## src/rtl/seq_signed_divider.sv

```systemverilog
// rtl/seq_signed_divider.sv - multi-cycle signed restoring divider with start/busy/done handshake
module seq_signed_divider #(
    parameter int WIDTH = 8
) (
    input  logic                 clk,
    input  logic                 rst_n,
    input  logic                 start,
    input  logic [WIDTH-1:0]     dividend,
    input  logic [WIDTH-1:0]     divisor,
    output logic                 busy,
    output logic                 done,
    output logic [WIDTH-1:0]     quotient,
    output logic [WIDTH-1:0]     remainder,
    output logic [2*WIDTH-1:0]   quotient_ext,
    output logic                 div0,
    output logic                 ovf
);

    localparam int CW = (WIDTH > 1) ? $clog2(WIDTH) : 1;

    typedef enum logic [1:0] {IDLE, DIV, FIX} state_t;

    state_t               state_q, state_d;
    logic [CW-1:0]        cnt_q, cnt_d;
    logic [WIDTH-1:0]     rem_q, rem_d;
    logic [WIDTH-1:0]     q_q, q_d;
    logic [WIDTH-1:0]     dvs_q, dvs_d;
    logic                 sq_q, sq_d;
    logic                 sr_q, sr_d;
    logic                 div0_pend_q, div0_pend_d;
    logic                 ovf_pend_q, ovf_pend_d;
    logic                 busy_q, busy_d;
    logic                 done_q, done_d;
    logic [WIDTH-1:0]     quotient_q, quotient_d;
    logic [WIDTH-1:0]     remainder_q, remainder_d;
    logic [2*WIDTH-1:0]   quotient_ext_q, quotient_ext_d;
    logic                 div0_q, div0_d;
    logic                 ovf_q, ovf_d;

    logic [WIDTH-1:0]     a_mag;
    logic [WIDTH-1:0]     b_mag;
    logic [WIDTH:0]       shifted;
    logic [WIDTH:0]       trial;
    logic [WIDTH-1:0]     q_fix;

    // Magnitudes are unsigned, so the most-negative operand maps to 2^(WIDTH-1) exactly.
    assign a_mag   = dividend[WIDTH-1] ? -dividend : dividend;
    assign b_mag   = divisor[WIDTH-1]  ? -divisor  : divisor;
    assign shifted = {rem_q, q_q[WIDTH-1]};
    assign trial   = shifted - {1'b0, dvs_q};
    // With a zero divisor every trial succeeds, leaving q all ones and rem = |dividend|.
    assign q_fix   = div0_pend_q ? {WIDTH{1'b1}} : (sq_q ? -q_q : q_q);

    always_comb begin
        state_d        = state_q;
        cnt_d          = cnt_q;
        rem_d          = rem_q;
        q_d            = q_q;
        dvs_d          = dvs_q;
        sq_d           = sq_q;
        sr_d           = sr_q;
        div0_pend_d    = div0_pend_q;
        ovf_pend_d     = ovf_pend_q;
        busy_d         = busy_q;
        done_d         = done_q;
        quotient_d     = quotient_q;
        remainder_d    = remainder_q;
        quotient_ext_d = quotient_ext_q;
        div0_d         = div0_q;
        ovf_d          = ovf_q;
        case (state_q)
            IDLE: begin
                done_d = 1'b0;
                // The done cycle is spent in IDLE, so a start seen alongside done is dropped.
                if (start && !done_q) begin
                    state_d     = DIV;
                    busy_d      = 1'b1;
                    cnt_d       = '0;
                    rem_d       = '0;
                    q_d         = a_mag;
                    dvs_d       = b_mag;
                    sq_d        = dividend[WIDTH-1] ^ divisor[WIDTH-1];
                    sr_d        = dividend[WIDTH-1];
                    div0_pend_d = (divisor == '0);
                    ovf_pend_d  = (dividend == {1'b1, {(WIDTH-1){1'b0}}}) &&
                                  (divisor == {WIDTH{1'b1}});
                end
            end
            DIV: begin
                q_d   = {q_q[WIDTH-2:0], ~trial[WIDTH]};
                rem_d = trial[WIDTH] ? shifted[WIDTH-1:0] : trial[WIDTH-1:0];
                cnt_d = cnt_q + CW'(1);
                if (cnt_q == CW'(WIDTH-1)) begin
                    state_d = FIX;
                end
            end
            FIX: begin
                quotient_d     = q_fix;
                remainder_d    = sr_q ? -rem_q : rem_q;
                quotient_ext_d = {{WIDTH{q_fix[WIDTH-1]}}, q_fix};
                div0_d         = div0_pend_q;
                ovf_d          = ovf_pend_q;
                done_d         = 1'b1;
                busy_d         = 1'b0;
                state_d        = IDLE;
            end
            default: begin
                state_d = IDLE;
            end
        endcase
    end

    always_ff @(posedge clk or negedge rst_n) begin
        if (!rst_n) begin
            state_q        <= IDLE;
            cnt_q          <= '0;
            rem_q          <= '0;
            q_q            <= '0;
            dvs_q          <= '0;
            sq_q           <= 1'b0;
            sr_q           <= 1'b0;
            div0_pend_q    <= 1'b0;
            ovf_pend_q     <= 1'b0;
            busy_q         <= 1'b0;
            done_q         <= 1'b0;
            quotient_q     <= '0;
            remainder_q    <= '0;
            quotient_ext_q <= '0;
            div0_q         <= 1'b0;
            ovf_q          <= 1'b0;
        end else begin
            state_q        <= state_d;
            cnt_q          <= cnt_d;
            rem_q          <= rem_d;
            q_q            <= q_d;
            dvs_q          <= dvs_d;
            sq_q           <= sq_d;
            sr_q           <= sr_d;
            div0_pend_q    <= div0_pend_d;
            ovf_pend_q     <= ovf_pend_d;
            busy_q         <= busy_d;
            done_q         <= done_d;
            quotient_q     <= quotient_d;
            remainder_q    <= remainder_d;
            quotient_ext_q <= quotient_ext_d;
            div0_q         <= div0_d;
            ovf_q          <= ovf_d;
        end
    end

    assign busy         = busy_q;
    assign done         = done_q;
    assign quotient     = quotient_q;
    assign remainder    = remainder_q;
    assign quotient_ext = quotient_ext_q;
    assign div0         = div0_q;
    assign ovf          = ovf_q;

endmodule

```

## config.mk

```make
export PLATFORM = sky130hd
export DESIGN_NAME = seq_signed_divider
export DESIGN_NICKNAME = d
export VERILOG_FILES = /design/src/rtl/seq_signed_divider.sv
export SDC_FILE = /design/constraint.sdc
export NUM_CORES = 1
export LEC_CHECK = 0
export CAP_MARGIN = 20
export CELL_PAD_IN_SITES_DETAIL_PLACEMENT = 1
export CELL_PAD_IN_SITES_GLOBAL_PLACEMENT = 2
export CORE_MARGIN = 2
export CORE_UTILIZATION = 30
export CTS_CLUSTER_DIAMETER = 50
export CTS_CLUSTER_SIZE = 28
export DETAILED_ROUTE_END_ITERATION = 8
export DONT_BUFFER_PORTS = 1
export PLACE_DENSITY = 0.61
export SYNTH_ARGS = -nofsm -noshare
export SYNTH_HDL_FRONTEND = slang
export SYNTH_SLANG_ARGS = --single-unit
```

## constraint.sdc

```tcl
create_clock -name clk -period 4 [get_ports clk]
set_input_delay 1 -clock clk [delete_from_list [all_inputs] [get_ports clk]]
set_output_delay 1 -clock clk [all_outputs]
set_load 0.02 [all_outputs]
```

==> summary.md, run 1 <==
| Metric | Value |
|---|---|
| Outcome | complete, no violations |
| Fraction of final layout cells sized beyond drive strength 1 | 0.0702 |
| Via count of the first global-routing pass | 2450 |
| Final WL | 7980 um |
| Initial antenna violation count | 0 |
| Tot GR Track Use | 0.140 |
| Drt drc | 0 |
| H-tree levels | 2 |
| Area delta synth->final | 2.33% |
| Post_cts resized | 0 |
| Worst setup EP type | flip-flop |
| First-pass GRT wire length | 13100 um |
| Required time of the worst setup path | 4190 ps |
| Critical Path, Cell by Cell | inv_1, ha_1, inv_1, fa_1, a21oi_1, o211ai_2, a21boi_2, or2_1, o211ai_1 |
| Slew Viols, Final | 0 |
| Row count | 38 |
| Source of the worst register-to-register timing path | q_q[7] |
| Clock Skew | 17.1 ps |
| Unrepaired setup endpoints after global routing | no |
| Die Span X | ~110 um |
| Slowest cell delay on critical path | 410 ps |
| Final hold violation count | 0 |
| Ys async rst share | 1.00 |
| Total area of sequential cells | 1330 um^2 |
| Number of register bits inferred by synthesis | 53 |
| Top-Level Pins | between 50 and 60 |
| Vertical die dimension | 109 um |
| Area of combinational cells with multiple inputs | 1710 um^2 |
| Leak Pwr | 1.47 nW |
| Worst Reg-to-Reg Cells | 9 |
| TritonRoute pass-1 iters | 4 |
| Netlist area before placement | 3330 um^2 |
| Synthesized net count | 399 |
| Via density per instance | 5.05 |
| R2r endpoint | rem_q[4] |
| Cells after Synth | 364 |
| Clock-pin slew reported for the worst setup and hold paths after clock tree synthesis | 110 ps |
| Number of antenna-violating nets in the routed design | 0 |
| Number of diodes | 0 |
| Pin count of the biggest net entering global routing | 54 |
| Critical Setup Path Class | flip-flop to flip-flop |
| Buffers from clock root to sink, at most | 2 |
| Slowest stage cell, crit path | dfrtp_1 |
| Number of flops mapped to enable cells by yosys | 0 |
| Setup violators final | 0 |
| Top FF cell, synth | dfrtp_1 |
| Worst min path class | primary input to asynchronous set/reset pin |
| Hold-fix buffers, CTS | 0 |
| HPWL reported at the end of detailed placement | between 5000 and 6000 um |
| Peak clock frequency supported by timing | between 0.4 and 0.5 GHz |
| Post-DR wirelength/cell | between 15 and 20 um |
| Max-slew headroom at the worst pin | 0.364 |
| Sequential area share after synthesis | 0.399 |
| Final core utilization | 0.314 |
| Yosys cell types | 55 |
| Final sum of negative setup slack | 0 ps |
| Final cell count without fillers | about 480 |
| Grt ovf | 0 |
| Combined buffer and inverter count along the critical path | 2 |
| Crit share post-route | 0.614 |
| Nets@finish | 376 |
| Register-to-register setup slack | between 1500 and 2000 ps |
| Crit Path Max Fanout | 9 |
| Warnings, synthesis | 0 |
| Crit-path leading delay family | compound AO/OA/AOI/OAI gates |
| Final GP Congestion | roughly 0.80 |
| Via Count | roughly 2400 |
| DRT iter0 DRCs | about 110 |
| Min Clock Period, post-route | between 2000 and 2500 ps |
| Number of clock sinks seen by CTS | 53 |
| Total CTS buffers | 5 |
| Layout filler cell count | 1271 |
| Buffers inserted by post-CTS timing repair | 0 |
| Slew @ Worst Pin | 954 ps |
| Most numerous cell on the critical path | inv_1 |
| Nature of the critical path startpoint | flip-flop |
| Core box area | 10800 um^2 |
| Number of cells in the design after placement | about 470 |
| Crit path arrival time | approximately 2700 ps |
| Initial standard-cell utilization of the core | 0.307 |
| Cell at the root of the clock tree | clkbuf_8 |
| Total of buffers placed on input and output ports | 0 |
| Clock tree from TritonCTS | yes |
| PD cells | 901 nW/um^2 |
| Die ar. | about 12000 um^2 |
| Max-Cap Viols | 0 |
| Avg Inst Size Synth | between 9 and 10 um^2 |
| Largest voltage drop on the vdd net | ~0.25 mV |
| Clk Latency, worst-skew pair | 310 ps |
-- worst register-to-register path, stage by stage, from the launching register on --
cell and delay [ps]:
dfrtp_1 410, inv_1 100, ha_1 170, inv_1 50
fa_1 410, a21oi_1 270, o211ai_2 170, a21boi_2 340
or2_1 290, o211ai_1 130
-- power by group --
part	switching, mW	internal (mW)	total (mW)
clock	0.190	0.126	0.315
combinational	0.863	0.622	1.48
sequential	0.498	0.769	1.27
-- cells by family (layout without fill, tap and decap cells) --
| group | after synthesis | in the layout | synth area share |
|---|---|---|---|
| simple gates | 112 | 112 | 0.171 |
| flops | 53 | 53 | 0.399 |
| compound gates | 93 | 93 | 0.186 |
| mux | 8 | 8 | 0.0248 |
| buf+inv | 56 | 34 | 0.0884 |
| fa+ha+maj | 16 | 16 | 0.0625 |
| xor+xnor | 26 | 26 | 0.0685 |
-- area by class of cell --
cell class	instances	area share
well taps	140	0.0515
repair buffers	3	0.00662
flip-flops and latches	53	0.390
clock buffers	6	0.0213
inverters	23	0.0254
clock inverters	2	0.00404
multi-input cells	255	0.501
-- per-layer routing --
| metal | wire (um) | share of wire | up-vias | global-route usage |
|---|---|---|---|---|
| met3 | 300 | 0.038 | 5 | 0.0326 |
| met4 | 57 | 0.0071 | 0 | 0.0271 |
| met1 | 4170 | 0.52 | 1188 | 0.209 |
| met2 | 3450 | 0.43 | 33 | 0.208 |
| li1 | - | - | 1206 | - |
| met5 | 0 | 0 | - | 0 |
-- cell usage after synthesis, types with 2 or more instances --
cell type | instances | area, um^2
o31ai_1 | 5 | 37.5
nor2b_1 | 13 | 81.3
o221ai_1 | 2 | 17.5
inv_1 | 23 | 86.3
nand4_1 | 4 | 25.0
o21ai_0 | 36 | 180
nand3_1 | 11 | 55.1
nor3_1 | 2 | 10.0
mux2_2 | 2 | 22.5
o2111ai_1 | 2 | 17.5
nand2_1 | 49 | 184
xnor2_1 | 11 | 96.3
a22oi_1 | 5 | 37.5
a21oi_1 | 15 | 75.1
ha_1 | 15 | 188
and2_1 | 2 | 12.5
or4b_1 | 2 | 20.0
a21oi_2 | 2 | 17.5
nor4_1 | 7 | 43.8
o211ai_1 | 9 | 67.6
o21ai_1 | 2 | 10.0
dfrtp_1 | 53 | 1330
nand2b_1 | 2 | 12.5
nor2_1 | 10 | 37.5
buf_2 | 3 | 15.0
clkbuf_1 | 12 | 45.0
mux2i_1 | 6 | 60.1
or3_1 | 2 | 12.5
xor2_1 | 15 | 131
buf_4 | 17 | 128
-- placed cells by master, fill, tap and decap left out, types with 10 or more instances in the layout --
| cell | n |
|---|---|
| dfrtp_1 | 52 |
| nand2_1 | 49 |
| o21ai_0 | 36 |
| inv_1 | 23 |
| a21oi_1 | 15 |
| xor2_1 | 15 |
| ha_1 | 15 |
| nor2b_1 | 13 |
| xnor2_1 | 11 |
| nand3_1 | 11 |
| nor2_1 | 10 |
-- flip-flops by register name, summed over array words and instances, names as in the netlist --
name and flops:
dvs_q 8, done 1, ovf 1, ovf_pend_q 1, quotient_ext 8, cnt_q 3, div0 1, q_q 8
rem_q 8, sq_q 1, div0_pend_q 1, sr_q 1, state_q 2, remainder 8, busy 1
-- worst max-delay path by stage --
stage | start | end | slack (ps) | cells after the start
after floorplan | q_q[7] | rem_q[0] | 1820 | 10
after global placement | start | q_q[0] | 1400 | 4
after detailed placement | start | dvs_q[7] | 1360 | 3
after CTS | q_q[7] | rem_q[4] | 1530 | 9
after global routing | q_q[7] | rem_q[3] | 1340 | 9
final | q_q[7] | rem_q[4] | 1550 | 9
-- stage by stage --
step / setup WS [ps] / total power, mW / hold slack (ps) / instance area [um^2]
3_3_place_gp: 1400 / 2.76 / 465 / 3320
6_report: 1550 / 3.07 / 364 / 3400
2_1_floorplan: 1820 / 2.54 / 446 / 3330
3_5_place_dp: 1360 / 2.79 / 474 / 3320
5_1_grt: 1340 / 3.39 / 340 / 3400
4_1_cts: 1530 / 3.11 / 358 / 3400
Note: power is estimated with default switching activity, not from simulation.
==> run 2, diff against run 1 <==
PLACE_DENSITY = 0.63   (was 0.61)
clock period = 2.1 ns   (was 4 ns; I/O delays follow)
==> summary.md, run 2 (synthesis results as in run 1) <==
| Metric | Value |
|---|---|
| Largest voltage drop on the vdd net | 0.589 mV (was 0.250 mV) |
| Total CTS buffers | 5 (unchanged) |
| Worst min path class | primary input to asynchronous set/reset pin (unchanged) |
| Top-Level Pins | 55 (unchanged) |
| Final core utilization | 0.345 (was 0.314) |
| Slew @ Worst Pin | 810 ps (was 954 ps) |
| TritonRoute pass-1 iters | 5 (was 4) |
| Fraction of final layout cells sized beyond drive strength 1 | 0.185 (was 0.0702) |
| Nature of the critical path startpoint | flip-flop (unchanged) |
| Final GP Congestion | 0.769 (was 0.798) |
| Slowest cell delay on critical path | 400 ps (was 410 ps) |
| PD cells | 1800 nW/um^2 (was 901 nW/um^2) |
| Most common cell after layout, fill and taps aside | dfrtp_1 (unchanged) |
| DRT iter0 DRCs | 106 (was 114) |
| Critical Setup Path Class | flip-flop to flip-flop (unchanged) |
| Number of diodes | 0 (unchanged) |
| Peak clock frequency supported by timing | 0.484 GHz (was 0.407 GHz) |
| Crit share post-route | 0.983 (was 0.614) |
| Nets@finish | 407 (was 376) |
| Critical Path, Cell by Cell | inv_2, ha_4, inv_2, fa_2, a21oi_4, o211a_1, nor3_4, buf_6, o2111ai_1, o211ai_1 (was inv_1, ha_1, inv_1, fa_1, a21oi_1, o211ai_2, a21boi_2, or2_1, o211ai_1) |
| Clock-pin slew reported for the worst setup and hold paths after clock tree synthesis | 110 ps (about the same) |
| Die Span X | 109 um (unchanged) |
| Required time of the worst setup path | 2290 ps (was 4190 ps) |
| First-pass GRT wire length | 14300 um (was 13100 um) |
| Worst setup EP type | flip-flop (unchanged) |
| Final sum of negative setup slack | 0 ps (unchanged) |
| Max-slew headroom at the worst pin | 0.458 (was 0.364) |
| Row count | 38 (unchanged) |
| Grt ovf | 0 (unchanged) |
| Number of antenna-violating nets in the routed design | 0 (unchanged) |
| Final hold violation count | 0 (unchanged) |
| Drt drc | 0 (unchanged) |
| Vertical die dimension | 109 um (unchanged) |
| Dpl ws | -35.4 ps (was 1360 ps) |
| HPWL reported at the end of detailed placement | 6450 um (was 6000 um) |
| Crit path arrival time | 2260 ps (was 2650 ps) |
| Tot GR Track Use | 0.153 (was 0.140) |
| Max-Cap Viols | 0 (unchanged) |
| Post-DR wirelength/cell | 16.7 um (was 16.6 um) |
| Initial standard-cell utilization of the core | 0.307 (unchanged) |
| Outcome | complete, no violations (unchanged) |
| Most numerous cell on the critical path | inv_2 (was inv_1) |
| Post-Layout Inst Area | 3740 um^2 (was 3400 um^2) |
| Core box area | 10800 um^2 (unchanged) |
| Commonest cells after routing, fill and taps aside | 51 x dfrtp_1, 48 x nand2_1, 33 x o21ai_0, 31 x buf_4, 21 x inv_1 (was 52 x dfrtp_1, 49 x nand2_1, 36 x o21ai_0, 23 x inv_1) |
| Final cell count without fillers | 513 (was 482) |
| Number of clock sinks seen by CTS | 53 (unchanged) |
| Clock tree from TritonCTS | yes (unchanged) |
| Slew Viols, Final | 0 (unchanged) |
| Area delta synth->final | 12.5% (was 2.33%) |
| Die ar. | 11900 um^2 (unchanged) |
| Final critical-path setup slack | 34.9 ps (was 1550 ps) |
| Combined buffer and inverter count along the critical path | 3 (was 2) |
| Clock Skew | 14.5 ps (was 17.1 ps) |
| Clk Latency, worst-skew pair | 310 ps (about the same) |
| Final WL | 8560 um (was 7980 um) |
| Initial antenna violation count | 0 (unchanged) |
| Leak Pwr | 1.64 nW (was 1.47 nW) |
| Crit-path leading delay family | compound AO/OA/AOI/OAI gates (unchanged) |
| Buffers from clock root to sink, at most | 2 (unchanged) |
| Via density per instance | 4.98 (was 5.05) |
| Slowest stage cell, crit path | dfrtp_1 (unchanged) |
| H-tree levels | 2 (unchanged) |
| Number of cells in the design after placement | 498 (was 474) |
| Setup violators final | 0 (unchanged) |
| Crit Path Max Fanout | 6 (was 9) |
| Cell at the root of the clock tree | clkbuf_8 (unchanged) |
| Unrepaired setup endpoints after global routing | yes (was no) |
| Total cell area at the placement stage | 3500 um^2 (was 3320 um^2) |
| Total of buffers placed on input and output ports | 0 (unchanged) |
| Via Count | 2556 (was 2432) |
| Via count of the first global-routing pass | 2714 (was 2450) |
| Pin count of the biggest net entering global routing | 54 (unchanged) |
| Min Clock Period, post-route | 2070 ps (was 2450 ps) |
run 2: changes by cell type in the layout (fill, tap and decap cells not counted), moves of 2 or more:
cell / change
ha_2: +2
buf_6: +2
o21ai_0: -3
ha_1: -3
o21ai_1: +3
buf_4: +28
inv_2: +2
inv_1: -2
a21oi_1: -2
run 2: layout make-up:
type                            instances  area, um^2
Clock buffer                            5        68.8
Fill cell                            1281        7100
Tap cell                              140         175
Clock inverter                          3        43.8
Inverter                               23        86.3
Sequential cell                        53        1330
Timing Repair Buffer                   34         283
Multi-Input combinational cell        255        1760
run 2: stage by stage:
step,total power [mW],hold WS [ps]
2_1_floorplan,4.87,229
6_report,6.74,61.4
3_5_place_dp,5.70,231
3_3_place_gp,5.61,231
4_1_cts,6.58,66.5
5_1_grt,7.45,53.6
run 2: repair_timing:
item / in CTS / in global routing
setup endpoints to repair: 9 / 9
resized for setup: 4 / 16
endpoints found under the hold margin: 53 / 0
hold buffers: 1 / 0
buffers inserted: 1 / 5
cloned: 0 / 0
pin swaps: 1 / 17
run 2: per-layer routing:
| layer | GRT usage | part of all wire | vias up |
|---|---|---|---|
| li1 | - | - | 1270 |
| met3 | 0.0362 | 0.032 | 2 |
| met5 | 0 | 0 | - |
| met4 | 0.0217 | 0.0043 | 0 |
| met1 | 0.223 | 0.52 | 1252 |
| met2 | 0.233 | 0.45 | 32 |
run 2: where the power goes:
group	leakage, nW	switching, mW	total, mW	internal, mW
Clock	0.0585	0.374	0.732	0.359
Sequential	0.644	0.711	2.18	1.47
Combinational	0.939	2.11	3.83	1.72
run 2: path summary, 6_finish.rpt:
check	start	end	slack, ps	depth (start not counted)
worst max register to register	q_q[7]	rem_q[5]	30	10
worst min-delay path	rst_n	remainder[1]	60	1
worst min register to register	dvs_q[4]	dvs_q[4]	490	2
max in group asynchronous	rst_n	dvs_q[3]	1780	1
worst max-delay path	q_q[7]	rem_q[5]	30	10
min in group clk	divisor[5]	ovf_pend_q	380	2
==> run 3, diff against run 2 <==
==> constraint.sdc (replaced) <==
create_clock -name clk -period 2.1 [get_ports clk]
set_input_delay 0.525 -clock clk [delete_from_list [all_inputs] [get_ports clk]]
set_output_delay 0.525 -clock clk [all_outputs]
set_load 0.05 [all_outputs]
==> summary.md, run 3 (synthesis results as in run 1) <==
| Metric | Value |
|---|---|
| Critical Setup Path Class | flip-flop to flip-flop (unchanged) |
| Final sum of negative setup slack | 0 ps (unchanged) |
| Via density per instance | 5.00 (was 4.98) |
| Post-DR wirelength/cell | 16.5 um (was 16.7 um) |
| Slew Viols, Final | 0 (unchanged) |
| Number of antenna-violating nets in the routed design | 0 (unchanged) |
| Critical Path, Cell by Cell | inv_2, ha_4, inv_2, fa_2, a21oi_4, o211a_1, nor3_4, or2_4, o211ai_1 (was inv_2, ha_4, inv_2, fa_2, a21oi_4, o211a_1, nor3_4, buf_6, o2111ai_1, o211ai_1) |
| Clock-pin slew reported for the worst setup and hold paths after clock tree synthesis | 100 ps (was 110 ps) |
| TritonRoute pass-1 iters | 4 (was 5) |
| Total cell area at the placement stage | 3570 um^2 (was 3500 um^2) |
| Grt ovf | 0 (unchanged) |
| First-pass GRT wire length | 14000 um (was 14300 um) |
| Critical path origin | q_q[7] (unchanged) |
| Pin count of the biggest net entering global routing | 54 (unchanged) |
| Final GP Congestion | 0.783 (was 0.769) |
| Worst Reg-to-Reg Cells | 9 (was 10) |
| Crit path arrival time | 2300 ps (was 2260 ps) |
| Unrepaired setup endpoints after global routing | yes (unchanged) |
| Peak clock frequency supported by timing | 0.485 GHz (was 0.484 GHz) |
| Drt drc | 0 (unchanged) |
| Final WL | 8570 um (was 8560 um) |
| Core box area | 10800 um^2 (unchanged) |
| Crit share post-route | 0.983 (about the same) |
| WHS | 53.9 ps (was 61.4 ps) |
| Slowest cell delay on critical path | 400 ps (about the same) |
| Post-Layout Inst Area | 3790 um^2 (was 3740 um^2) |
| Nature of the critical path startpoint | flip-flop (unchanged) |
| Area delta synth->final | 13.9% (was 12.5%) |
| Cell at the root of the clock tree | clkbuf_8 (unchanged) |
| Initial standard-cell utilization of the core | 0.307 (unchanged) |
| DRT iter0 DRCs | 140 (was 106) |
| Number of diodes | 0 (unchanged) |
| Crit Path Max Fanout | 6 (unchanged) |
| Die ar. | 11900 um^2 (unchanged) |
| Via Count | 2601 (was 2556) |
| Slowest stage cell, crit path | dfrtp_1 (unchanged) |
| Setup violators final | 0 (unchanged) |
| Total of buffers placed on input and output ports | 0 (unchanged) |
| Commonest cells after routing, fill and taps aside | 52 x dfrtp_1, 49 x nand2_1, 38 x buf_4, 34 x o21ai_0, 21 x inv_1 (was 51 x dfrtp_1, 48 x nand2_1, 33 x o21ai_0, 31 x buf_4, 21 x inv_1) |
| Most numerous cell on the critical path | inv_2 (unchanged) |
| Number of clock sinks seen by CTS | 53 (unchanged) |
| Source of the worst register-to-register timing path | q_q[7] (unchanged) |
| Row count | 38 (unchanged) |
| Via count of the first global-routing pass | 2603 (was 2714) |
| Max-Cap Viols | 0 (unchanged) |
| Tot GR Track Use | 0.151 (was 0.153) |
| Clk Latency, worst-skew pair | 310 ps (about the same) |
| Min Clock Period, post-route | 2060 ps (was 2070 ps) |
| Outcome | complete, no violations (unchanged) |
| Worst min path class | primary input to asynchronous set/reset pin (unchanged) |
| Fraction of final layout cells sized beyond drive strength 1 | 0.192 (was 0.185) |
| HPWL reported at the end of detailed placement | 6360 um (was 6450 um) |
| Vertical die dimension | 109 um (unchanged) |
| Required time of the worst setup path | 2330 ps (was 2290 ps) |
| Slew @ Worst Pin | 797 ps (was 810 ps) |
| Max-slew headroom at the worst pin | 0.467 (was 0.458) |
| Most common cell after layout, fill and taps aside | dfrtp_1 (unchanged) |
| Initial antenna violation count | 0 (unchanged) |
| Clock tree from TritonCTS | yes (unchanged) |
| Final hold violation count | 0 (unchanged) |
| Nets@finish | 414 (was 407) |
| Worst setup EP type | flip-flop (unchanged) |
| Total CTS buffers | 5 (unchanged) |
| H-tree levels | 2 (unchanged) |
| Final core utilization | 0.349 (was 0.345) |
| Top-Level Pins | 55 (unchanged) |
| Clock Skew | 6.28 ps (was 14.5 ps) |
| Die Span X | 109 um (unchanged) |
| Buffers from clock root to sink, at most | 2 (unchanged) |
## run 3: changes by cell type in the layout (fill, tap and decap cells not counted), sizes merged
cell    previous run  this run
buf               34        41
clkbuf             5         6
clkinv             1         2
bufinv             1         0
inv               24        23
## run 3: worst paths after layout
| check | end | slack, ps |
|---|---|---|
| hold / removal | rem_q[6] | 50 |
| min in group clk | ovf_pend_q | 360 |
| setup / recovery | rem_q[2] | 40 |
| hold reg to reg | dvs_q[4] | 490 |
| setup reg to reg | rem_q[2] | 40 |
| max in group asynchronous | quotient_ext[7] | 1780 |
## run 3: worst max-delay path: cells and delay by family (launching register included)
kind	cells	cell delay [ps]
simple gates	2	380
buf+inv	2	110
fa+ha+maj	2	490
compound gates	3	600
flops	1	400
## run 3: layer usage
metal	GRT usage	part of all wire
met2	0.223	0.44
met1	0.225	0.51
met4	0.0325	0.0091
met3	0.0320	0.041
met5	0	0
## run 3: timing repair
item / in CTS / in global routing
gates resized for setup: 8 / 7
setup buffers: 5 / 1
hold buffers: 1 / 0
endpoints found under the setup margin: 9 / 8
hold endpoints to repair: 53 / 0
pin swaps: 11 / 18
## run 3: area by class of cell
cell class              count  area (um^2)
fillers                  1265         7050
multi-input cells         255         1760
flip-flops and latches     53         1330
repair buffers             41          344
well taps                 140          175
inverters                  23         86.3
clock buffers               6         82.6
clock inverters             2         13.8
## run 3: metrics by stage
step	worst slack (ps)	cells
2_1_floorplan	24.4	364
3_3_place_gp	-33.8	505
3_5_place_dp	-94.4	505
4_1_cts	2.07	519
5_1_grt	-95.4	520
6_report	36.4	520
Power of run 3 is left out: the tool's default activity adds up to more than one toggle a clock period on the data nets, which glitch-free logic cannot reach.
